## config.mk

```make
export PLATFORM = sky130hd
export DESIGN_NAME = comparator
export DESIGN_NICKNAME = d
export VERILOG_FILES = /design/src/rtl/comparator_pkg.sv /design/src/rtl/comparator_core.sv /design/src/rtl/comparator.sv
export SDC_FILE = /design/constraint.sdc
export NUM_CORES = 1
export LEC_CHECK = 0
export ABC_AREA = 0
export BUFFER_PORTS_ARGS = -buffer_cell sky130_fd_sc_hd__buf_4
export CAP_MARGIN = 20
export CELL_PAD_IN_SITES_DETAIL_PLACEMENT = 1
export CELL_PAD_IN_SITES_GLOBAL_PLACEMENT = 2
export CORE_AREA = 2 2 39 41
export CTS_BUF_LIST = sky130_fd_sc_hd__clkbuf_8
export DETAILED_ROUTE_END_ITERATION = 10
export DIE_AREA = 0 0 41 43
export PLACE_DENSITY_LB_ADDON = 0.1
export SLEW_MARGIN = 5
export SYNTH_ARGS = -nofsm -noshare
export SYNTH_HDL_FRONTEND = slang
export SYNTH_SLANG_ARGS = --single-unit
```

## constraint.sdc

```tcl
create_clock -name clk -period 1.4 [get_ports clk]
set_input_delay 0.21 -clock clk [delete_from_list [all_inputs] [get_ports clk]]
set_output_delay 0.21 -clock clk [all_outputs]
set_load 0.02 [all_outputs]
```

## src/rtl/comparator_pkg.sv

```systemverilog
// Shared types for the registered magnitude comparator.
// Result encoding and its one-hot {gt, lt, eq} flag mapping.
package comparator_pkg;

  typedef enum logic [1:0] {
    CMP_EQ = 2'd0,
    CMP_LT = 2'd1,
    CMP_GT = 2'd2
  } cmp_result_t;

  function automatic logic [2:0] to_flags(input cmp_result_t res);
    logic [2:0] flags;
    flags = 3'b001;
    case (res)
      CMP_EQ:  flags = 3'b001;
      CMP_LT:  flags = 3'b010;
      CMP_GT:  flags = 3'b100;
      default: flags = 3'b001;
    endcase
    return flags;
  endfunction

endpackage

```

## src/rtl/comparator_core.sv

```systemverilog
// Combinational compare of a against b with optional two's-complement handling.
// Equal operands defer to the cascade inputs with priority gt > lt > eq.
module comparator_core
  import comparator_pkg::*;
#(
  parameter int WIDTH  = 1,
  parameter bit SIGNED = 1'b0
) (
  input  logic [WIDTH-1:0] a,
  input  logic [WIDTH-1:0] b,
  input  logic             casc_eq,
  input  logic             casc_lt,
  input  logic             casc_gt,
  output cmp_result_t      result
);

  logic [WIDTH-1:0] a_m;
  logic [WIDTH-1:0] b_m;
  cmp_result_t      casc_res;

  // Flipping both MSBs maps two's-complement order onto unsigned order.
  always_comb begin
    a_m = a;
    b_m = b;
    if (SIGNED) begin
      a_m[WIDTH-1] = ~a[WIDTH-1];
      b_m[WIDTH-1] = ~b[WIDTH-1];
    end
  end

  // Illegal cascade combinations still resolve to a single result.
  always_comb begin
    casc_res = CMP_EQ;
    casez ({casc_gt, casc_lt, casc_eq})
      3'b1??:  casc_res = CMP_GT;
      3'b01?:  casc_res = CMP_LT;
      3'b001:  casc_res = CMP_EQ;
      default: casc_res = CMP_EQ;
    endcase
  end

  always_comb begin
    result = casc_res;
    if (a_m > b_m) begin
      result = CMP_GT;
    end else if (a_m < b_m) begin
      result = CMP_LT;
    end
  end

endmodule

```

## src/rtl/comparator.sv

```systemverilog
// Registered comparator: flags update one clock after in_valid, hold otherwise.
// No backpressure; full throughput; async reset clears flags and out_valid.
module comparator
  import comparator_pkg::*;
#(
  parameter int WIDTH  = 1,
  parameter bit SIGNED = 1'b0
) (
  input  logic             clk,
  input  logic             rst_n,
  input  logic             in_valid,
  input  logic [WIDTH-1:0] a_in,
  input  logic [WIDTH-1:0] b_in,
  input  logic             casc_eq,
  input  logic             casc_lt,
  input  logic             casc_gt,
  output logic             a_e_b,
  output logic             a_l_b,
  output logic             a_g_b,
  output logic             out_valid
);

  cmp_result_t result;
  logic [2:0]  flags;

  comparator_core #(
    .WIDTH  (WIDTH),
    .SIGNED (SIGNED)
  ) u_core (
    .a       (a_in),
    .b       (b_in),
    .casc_eq (casc_eq),
    .casc_lt (casc_lt),
    .casc_gt (casc_gt),
    .result  (result)
  );

  always_ff @(posedge clk or negedge rst_n) begin
    if (!rst_n) begin
      flags     <= 3'b000;
      out_valid <= 1'b0;
    end else begin
      out_valid <= in_valid;
      if (in_valid) begin
        flags <= to_flags(result);
      end
    end
  end

  assign a_g_b = flags[2];
  assign a_l_b = flags[1];
  assign a_e_b = flags[0];

endmodule

```

After elaboration in Yosys (flattened, before gate mapping)
Cells that the tools add are included. W data, S select, Z words.

Input bits: 8. Register bits after elaboration: 4. Logic and storage cells: 11.

Mux-type cells: 4. Magnitude comparators: 2. Eq/ne operators: 3.

Operator list (count): $pmux W3 S2 (1); $eq A2 B1 Y1 const B (2); $mux W2 (2); $pmux W2 S2 (1); $eq A2 B2 Y1 const B (1); $gt A1 B1 Y1 (1); $lt A1 B1 Y1 (1).

Longest topological paths before layout
Depth after elaboration: 6. Gate-level depth with buffers: 6.

Modules after synthesis
Synthesis repeated with hierarchy kept, for this count alone.

Cells, all modules: 17. Area, all modules: 222.7 um^2.

Modules (own cells, without submodules): comparator (seq. area each 100.1 um^2, times used 1, area each 166.4 um^2, cells each 11); comparator_core (seq. area each 0.0 um^2, times used 1, area each 56.3 um^2, cells each 6).

Worst setup path before layout
Ideal clock, no wire load.

Path kind: input-to-reg. Start: input b_in. End: register flags[0]. Buffers on the path: 0. Stages on the path: 6. Data arrival time: 1.283 ns. Setup slack: -0.007 ns. Path through: inv_1 > ha_1 > nor2b_1 > a21o_1 > ha_1 > mux2_2.

Longest elaborated chain between the ends: 5. Elaborated cells between the ends (all ways): 7. Those cells by class: 2 x order compare; 2 x eq/ne; 3 x mux.

Ends and longest elaborated chain: from (decl) (line comparator.sv:13) `input logic [WIDTH-1:0] b_in,`; $lt A1 B1 Y1 (line comparator_core.sv:46) `end else if (a_m < b_m) begin`; $mux W2 (line comparator_core.sv:46); $mux W2 (*) (line comparator_core.sv:44) `if (a_m > b_m) begin`; $eq A2 B2 Y1 or $eq A2 B1 Y1 (tied branches) (line comparator_pkg.sv:14) `case (res)`; $pmux W3 S2 (*) (line comparator_pkg.sv:14); to (signal assigned) (line comparator.sv:45) `flags <= to_flags(result);`; to (decl) (line comparator.sv:24) `logic [2:0] flags;`.

Mark *: on every way between the ends. The rest lies on a longest branch, timed or not. A chain may end at the register's enable or synchronous reset.

Final worst setup path
Ends and elaborated chain as after synthesis.

==> results.cfg <==
[critical_path]
start_kind = input port
critPathMaxFanout = 6
path_cells = buf_4 > inv_1 > ha_4 > nor2_1 > a31oi_1 > ha_1 > mux2_2
worst-path-buf-inv = 2
r2r_slack_ps = 660
cp.depth = 7
cp.required_ps = 1490
r2r_end = flags[1]
r2r-start = flags[1]
arrival_ps = 1390
r2r_cells = 1
critPathKind = in2reg
critPathTopFamily = adder cells
cp_slowest_stage_delay_ps = 290
endpoint_kind = register
slowest_stage = ha_1

[route]
first_iter_violations = 5
viasPerCell = 3.75
wl_per_cell_um = 9.71
first_pass_iters = 4
drt_wl_total_um = 466
remaining_drc_errors = 0
vias = 180
postRouteAntennaNets = 0

[clock_tree]
cts.sinks = 4
post_cts_buffers = 0
clock_latency_ps = 210
clk_path_buf_depth = 2
htree_levels = 1
cts_root_buf = clkbuf_8
clkTransAtPathRegs_ps = 30
cts_tree = done
cts-buffers-inserted = 3

[pwr]
power.total_w = 0.000501
powerDensity_nw_per_um2 = 1330
seqPwrFrac = 0.285
leakagePower_nw = 0.189
switching_share = 0.236
comb_power_share = 0.247
intPower_w = 0.000383
power.switching_w = 0.000118
p_clk_frac = 0.469
ir_drop_mv = 0.425

[yosys]
syn_inst = 18
syn_avg_cell_area_um2 = 12.0
seq_area_frac_synth = 0.462
yosys.area.top_type = dfrtp_1
synthTopCellsByArea = dfrtp_1, ha_1, mux2_2
yosysWarnings = 0
synth_seq_cells = 4
ys_types = 10
synth_top_area_frac = 0.462
syn-cell-area_um2 = 216
syn-num-nets = 29

[grt]
antenna_found_initial = 0
grt_start_max_net_pins = 7
grt_pass1_vias = 202
overflow = 0
grt_usage = 0.0776
grt_pass1_wl_um = 765

[floorplan]
io_pins = 12
die_h_um = 43
start_util = 0.156
die_w_um = 41
die-area_um2 = 1760
std_cell_rows = 14
core_um2 = 1380

[placement]
io_buffer_count = 10
dp_slack_ps = -129
gp_congestion = 0.520

[sta]
maxSlewHeadroom = 0.894
layout_min_cycle_time_ps = 1290
fmax_mhz = 773
finalSetupViolCount = 0
fin_skew_ps = 0
finalSetupTns_ps = 0
setup_ws_ps = 106
slew_viol_final = 0
rsz0062_at_grt = no
finalHoldViolCount = 0
worstMarginPinSlew_ps = 159
min_period_over_period = 0.925

[job]
drv_cap = 0

[worst_hold_path]
min_delay_path_depth = 1
hold_path_class = in2reg
hp-start = in_valid
whs_endpoint = out_valid

[cells_and_area]
multi_input_area_um2 = 121
nets = 45
fillers = 152
layout-drive-gt1-share = 0.531
regArea_um2 = 100
syn_to_final_growth_pct = 73.4
antenna_cells = 0

[run_status]
status = complete, no violations
[per-stage QoR]
stage,utilization,hold WS [ps],area (um^2),std cells
global placement,0.234,7.57,324,44
global route,0.271,145,375,48
CTS,0.271,142,375,48
floorplan,-,-85.6,229,18
detailed placement,0.234,8.25,324,44
finish,0.271,144,375,48
[cells in the final DEF, fill, tap and decap left out]
cell,Yosys,layout
nor2_1,1,1
a21o_1,1,1
clkbuf_8,0,3
dlygate4sd3_1,0,1
ha_4,0,1
ha_1,3,2
a21oi_1,1,1
mux2_2,3,3
buf_4,0,10
nor2b_1,1,1
dfrtp_1,4,4
a31o_1,1,1
a31oi_1,1,1
inv_1,2,2
[state kept, by name, summed over array words and instances, names as in the netlist]
name / cells
flags: 3
out_valid: 1
[cells by family after synthesis]
kind of cell             after synthesis  synth area share
AO/OA/AOI/OAI                          4             0.127
adder cells (fa/ha/maj)                3             0.173
buffers and inverters                  2            0.0347
flip-flops                             4             0.462
multiplexers                           3             0.156
AND/OR/NAND/NOR                        2            0.0462
[metal layers]
layer / up-vias / track usage / part of all wire
met3: 0 / 0.0471 / 0.062
li1: 91 / - / -
met2: 6 / 0.100 / 0.60
met5: - / 0 / 0
met4: 0 / 0.100 / 0
met1: 83 / 0.0684 / 0.34
[synthesized netlist by cell type (all sizes together)]
cell,instances
dfrtp,4
ha,3
mux2,3
inv,2
a21o,1
a21oi,1
a31o,1
a31oi,1
nor2,1
nor2b,1
[cell type report]
| class | instances | area share |
|---|---|---|
| clock buffer | 3 | 0.110 |
| timing repair buffer | 11 | 0.227 |
| multi-input combinational | 12 | 0.323 |
| tap | 16 | 0.0533 |
| inverter | 2 | 0.0200 |
| sequential | 4 | 0.267 |
[worst max path at each step]
stage,start,end,slack (ps)
after global routing,b_in,flags[0],50
final,b_in,flags[0],110
after global placement,b_in,flags[0],-80
after CTS,b_in,flags[0],100
after detailed placement,b_in,flags[0],-130
after floorplan,b_in,flags[0],50
[power groups by stage]
stage / logic (W) / clock network (W) / registers [W]
finish: 0.000124 / 0.000235 / 0.000143
global route: 0.000134 / 0.000257 / 0.000146
CTS: 0.000126 / 0.000244 / 0.000143
detailed placement: 0.000123 / 0 / 0.000144
global placement: 0.000122 / 0 / 0.000143
floorplan: 0.0000436 / 0 / 0.000166
[repair_timing]
item / CTS / global route
endpoints found under the setup margin: 0 / 0
endpoints found under the hold margin: 4 / 0
gates resized for setup: 0 / 0
hold buffers: 1 / 0
Power figures use the tool's default switching activity.
